==> config.mk <==
export PLATFORM = sky130hd
export DESIGN_NAME = csa_accum_ctrl
export DESIGN_NICKNAME = d
export VERILOG_FILES = /design/src/rtl/csa_pkg.sv /design/src/rtl/csa_row.sv /design/src/rtl/csa_accum_ctrl.sv
export SDC_FILE = /design/constraint.sdc
export NUM_CORES = 1
export LEC_CHECK = 0
export ABC_AREA = 1
export CAP_MARGIN = 0
export CORE_AREA = 3 3 65 67
export CTS_CLUSTER_DIAMETER = 100
export DETAILED_ROUTE_END_ITERATION = 6
export DIE_AREA = 0 0 68 70
export HOLD_SLACK_MARGIN = 0.02
export PLACE_DENSITY = 0.73
export SLEW_MARGIN = 15
export SYNTH_ARGS = -nofsm -noshare
export SYNTH_HDL_FRONTEND = slang
export SYNTH_SLANG_ARGS = --single-unit
==> constraint.sdc <==
create_clock -name clk -period 3.05 [get_ports clk]
set_input_delay 0.61 -clock clk [delete_from_list [all_inputs] [get_ports clk]]
set_output_delay 0.61 -clock clk [all_outputs]
set_load 0.05 [all_outputs]
==> src/rtl/csa_pkg.sv <==
// Shared types and sizing helpers for the carry-save accumulator controller.
package csa_pkg;

  typedef enum logic [1:0] {
    IDLE,
    ACCUM,
    RESOLVE,
    OUTPUT
  } state_t;

  localparam int DEFAULT_W       = 4;
  localparam int DEFAULT_MAX_OPS = 16;

  // acc_width: a sum of up to max_ops w-bit operands never overflows this width.
  function automatic int acc_width(input int w, input int max_ops);
    return w + $clog2(max_ops);
  endfunction

  function automatic int cnt_width(input int max_ops);
    return $clog2(max_ops + 1);
  endfunction

endpackage

==> src/rtl/csa_row.sv <==
// One row of N full adders used as a 3:2 compressor; carries are returned unshifted.
module csa_row #(
  parameter int N = 8
) (
  input  logic [N-1:0] a,
  input  logic [N-1:0] b,
  input  logic [N-1:0] c,
  output logic [N-1:0] s,
  output logic [N-1:0] cy
);

  always_comb begin
    s  = a ^ b ^ c;
    cy = (a & b) | (a & c) | (b & c);
  end

endmodule

==> src/rtl/csa_accum_ctrl.sv <==
// Multi-operand accumulator keeping a redundant sum/carry total, resolved once per group.
// Define CSA_ERR_EN to add the out_err port flagging groups cut off at MAX_OPS.
module csa_accum_ctrl
  import csa_pkg::*;
#(
  parameter int W       = DEFAULT_W,
  parameter int MAX_OPS = DEFAULT_MAX_OPS,
  localparam int ACC_W  = acc_width(W, MAX_OPS),
  localparam int CW     = cnt_width(MAX_OPS)
) (
  input  logic             clk,
  input  logic             rst_n,
  input  logic             in_valid,
  output logic             in_ready,
  input  logic [W-1:0]     in_data,
  input  logic             in_last,
  output logic             out_valid,
  input  logic             out_ready,
  output logic [ACC_W-1:0] out_sum,
  output logic [CW-1:0]    out_count,
  output logic             busy
`ifdef CSA_ERR_EN
  ,
  output logic             out_err
`endif
);

  state_t state;
  state_t next_state;

  logic [ACC_W-1:0] sum_r;
  logic [ACC_W-1:0] carry_r;
  logic [CW-1:0]    cnt_r;
  logic [ACC_W-1:0] op_ext;
  logic [ACC_W-1:0] row_s;
  logic [ACC_W-1:0] row_cy;
  logic             accept;
  logic             at_limit;

  assign accept   = in_valid & in_ready;
  assign op_ext   = {{(ACC_W-W){1'b0}}, in_data};
  assign at_limit = (cnt_r == CW'(MAX_OPS - 1));

  csa_row #(
    .N(ACC_W)
  ) u_row (
    .a (sum_r),
    .b (carry_r),
    .c (op_ext),
    .s (row_s),
    .cy(row_cy)
  );

  always_ff @(posedge clk or negedge rst_n) begin
    if (!rst_n) begin
      state <= IDLE;
    end else begin
      state <= next_state;
    end
  end

  // The operand that reaches MAX_OPS closes the group even without in_last.
  always_comb begin
    next_state = state;
    case (state)
      IDLE: begin
        if (accept) begin
          next_state = in_last ? RESOLVE : ACCUM;
        end
      end
      ACCUM: begin
        if (accept && (in_last || at_limit)) begin
          next_state = RESOLVE;
        end
      end
      RESOLVE: begin
        next_state = OUTPUT;
      end
      OUTPUT: begin
        if (out_ready) begin
          next_state = IDLE;
        end
      end
      default: begin
        next_state = IDLE;
      end
    endcase
  end

  always_comb begin
    in_ready  = (state == IDLE) || (state == ACCUM);
    out_valid = (state == OUTPUT);
    busy      = (state != IDLE);
  end

  always_ff @(posedge clk or negedge rst_n) begin
    if (!rst_n) begin
      sum_r     <= '0;
      carry_r   <= '0;
      cnt_r     <= '0;
      out_sum   <= '0;
      out_count <= '0;
    end else begin
      case (state)
        IDLE: begin
          if (accept) begin
            sum_r   <= op_ext;
            carry_r <= '0;
            cnt_r   <= CW'(1);
          end
        end
        ACCUM: begin
          if (accept) begin
            sum_r   <= row_s;
            carry_r <= row_cy << 1;
            cnt_r   <= cnt_r + CW'(1);
          end
        end
        RESOLVE: begin
          out_sum   <= sum_r + carry_r;
          out_count <= cnt_r;
        end
        default: begin
        end
      endcase
    end
  end

`ifdef CSA_ERR_EN
  logic forced_r;

  always_ff @(posedge clk or negedge rst_n) begin
    if (!rst_n) begin
      forced_r <= 1'b0;
      out_err  <= 1'b0;
    end else begin
      case (state)
        IDLE: begin
          if (accept) begin
            forced_r <= 1'b0;
          end
        end
        ACCUM: begin
          if (accept) begin
            forced_r <= at_limit & ~in_last;
          end
        end
        RESOLVE: begin
          out_err <= forced_r;
        end
        default: begin
        end
      endcase
    end
  end
`endif

endmodule

==> results.json <==
{
  "status": "finished, final reports clean",
  "antenna_found_initial": 0,
  "die_w_um": 68,
  "fp.dieH_um": 70,
  "final_common_cell": "nand2_1",
  "synth_warnings": 0,
  "grtUsageTotal_pct": 17.2,
  "clockBufferDepth": 2,
  "die_area_um2": 4760,
  "cts_tree": "yes",
  "tightest_slew_ps": 494,
  "cts_inserted_buffers": 5,
  "clk_pin_slew_ps": 80,
  "cap_viol_max_count": 0,
  "htree_levels": 2,
  "avgSynthCellArea_um2": 8.61,
  "crit_chain": "inv_1, ha_1, nor2_1, inv_2, clkdlybuf4s50_1",
  "stdcell_count": 294,
  "cts.sinks": 35,
  "power_density_nw_per_um2": 975,
  "place.gp.congestion": 0.804,
  "row_count": 22,
  "worstSetupStartpointType": "register",
  "grt_max_degree": 36,
  "wl_mm": 3.51,
  "drtPass1Iterations": 4,
  "hold_class": "reg -> reg",
  "area_growth_pct": 19.9,
  "grt_pass1_vias": 1391,
  "power_w": 0.00218,
  "slowest_delay_ps": 790,
  "cts_root_buffer": "clkbuf_8",
  "core_um2": 3690,
  "layout_common_cells": "nand2_1 (62), dfrtp_1 (35), inv_1 (29), clkdlybuf4s50_1 (24), o21ai_1 (20)",
  "final_nets": 272,
  "crit_type": "reg -> out",
  "start_util_pct": 50.7,
  "num-fill-cells": 352,
  "p_leak_nw": 1.10,
  "synth_cell_types": 25,
  "io_buffers": 24,
  "crit_family": "buffers and inverters",
  "max_slew_margin_pct": 67.0,
  "postSynthCellCount": 217,
  "holdBufCountCts": 0,
  "cp_num_buf_inv": 3,
  "crit_start": "state[1]$_DFFE_PN0P_",
  "drcViolationCount": 0,
  "wl_per_cell_um": 11.9,
  "pre_cts_ws_ps": 820,
  "first_iter_violations": 167,
  "placed_cells": 286,
  "dpl.hpwl_mm": 2.60,
  "period_minus_slack_ps": 2540,
  "post_cts_buffers": 0,
  "hold_start": "out_count[1]$_DFFE_PN0P_",
  "vias": 1470,
  "ctsResizeCount": 0,
  "fin_tns_setup_ps": 0,
  "ff2ff_setup_slack_ps": 1360,
  "ir_drop_uv": 498,
  "drtAntennaViolNets": 0,
  "synth-seq-cells": 35,
  "fin_crit_sh_pct": 83.1,
  "required_ps": 2440,
  "fmax_ghz": 0.394,
  "yosysSeqAreaShare_pct": 46.9,
  "grt_pass1_wl_mm": 6.17,
  "timing.rr.start": "state[1]$_DFFE_PN0P_",
  "grt_overflow": 0,
  "setup_violations": 0,
  "crit_path_end_kind": "output port",
  "rsz0062_at_grt": "false",
  "maxSlewViolCount": 0,
  "crit_arrival_ps": 1930,
  "drive_above_1_share_pct": 6.91,
  "synthesis.nets": 244,
  "io_pins": 25,
  "finalClockSkew_ps": 7.77,
  "layout_setup_ws_ps": 514,
  "hold_viol_final": 0,
  "syn_area_um2": 1870,
  "cp_max_fo": 4,
  "crit_slowest_cell": "clkdlybuf4s50_1",
  "insertion_delay_ps": 290,
  "diodes": 0,
  "via_per_inst": 5.00
}
synthesized netlist by cell type, drive strengths merged:
master  count  area share (%)
nand2      63              13
dfrtp      35              47
inv        34             7.0
o21ai      22             5.9
ha         14             9.4
nand3      10             2.7
nor2        9             1.8
a21oi       8             2.3
buf         4             1.5
fa          4             4.3
a22o        3             1.4
o211ai      3             1.2
o22ai       3             1.0
a31oi       1            0.33
clkbuf      1            0.20
nand3b      1            0.40
o221ai      1            0.47
xnor2       1            0.47
where the power goes:
part           leakage [nW]  internal (W)  switching, W
sequential            0.460      0.000605     0.0000855
combinational         0.602      0.000380      0.000778
clock                0.0402      0.000159      0.000177
routing by layer:
layer	routed length, um	vias to the layer above	part of all wire (%)	global-route usage (%)
met3	159	5	4.5	5.47
met2	1550	28	44	25.1
met4	65	0	1.9	5.96
met1	1730	680	49	23.7
li1	-	757	-	-
met5	0	-	0	0
area by class of cell:
cell class	instances	area (um2)	share of cell area [%]
Clock inverter	3	20.0	0.893
Inverter	34	130	5.81
Multi-Input combinational cell	143	831	37.1
Timing Repair Buffer	26	255	11.4
Tap cell	48	60.1	2.68
Clock buffer	5	68.8	3.07
Sequential cell	35	876	39.1
metrics by stage:
| stage | util [%] | area, um2 | hold WS (ps) |
|---|---|---|---|
| after floorplan | - | 1870 | 314 |
| after global placement | 58.3 | 2150 | 455 |
| after detailed placement | 58.3 | 2150 | 461 |
| after CTS | 60.8 | 2240 | 479 |
| after global routing | 60.8 | 2240 | 494 |
| final | 60.8 | 2240 | 476 |
cell families (layout without fill, tap and decap cells):
logic type / count (synthesis) / count (layout) / synth area share [%]
AOI/OAI and AO/OA: 41 / 41 / 12.7
DFF: 35 / 35 / 46.9
and+or+nand+nor: 83 / 83 / 17.7
adders and majority gates: 18 / 18 / 13.7
xor gates and xnor gates: 1 / 1 / 0.469
buffers and inverters: 39 / 68 / 8.70
worst min-delay path, cell delays in order, from the launching register on:
cell,delay (ps)
dfrtp_1,350
nand2_1,50
nand2_1,50
final timing paths:
check / end / cells after the start
max in group asynchronous: cnt_r[3]$_DFFE_PN0P_ / 2
worst min-delay path: out_count[1]$_DFFE_PN0P_ / 2
min in group asynchronous: sum_r[3]$_DFFE_PN0P_ / 2
worst min register to register: out_count[1]$_DFFE_PN0P_ / 2
worst max-delay path: in_ready / 5
worst max register to register: carry_r[6]$_DFFE_PN0P_ / 6
registers in the layout, summed over array words and instances (netlist names):
signal,cells
out_sum,8
sum_r,8
carry_r,7
cnt_r,5
out_count,5
state,2
No activity file was read; power rests on OpenSTA's default activity.
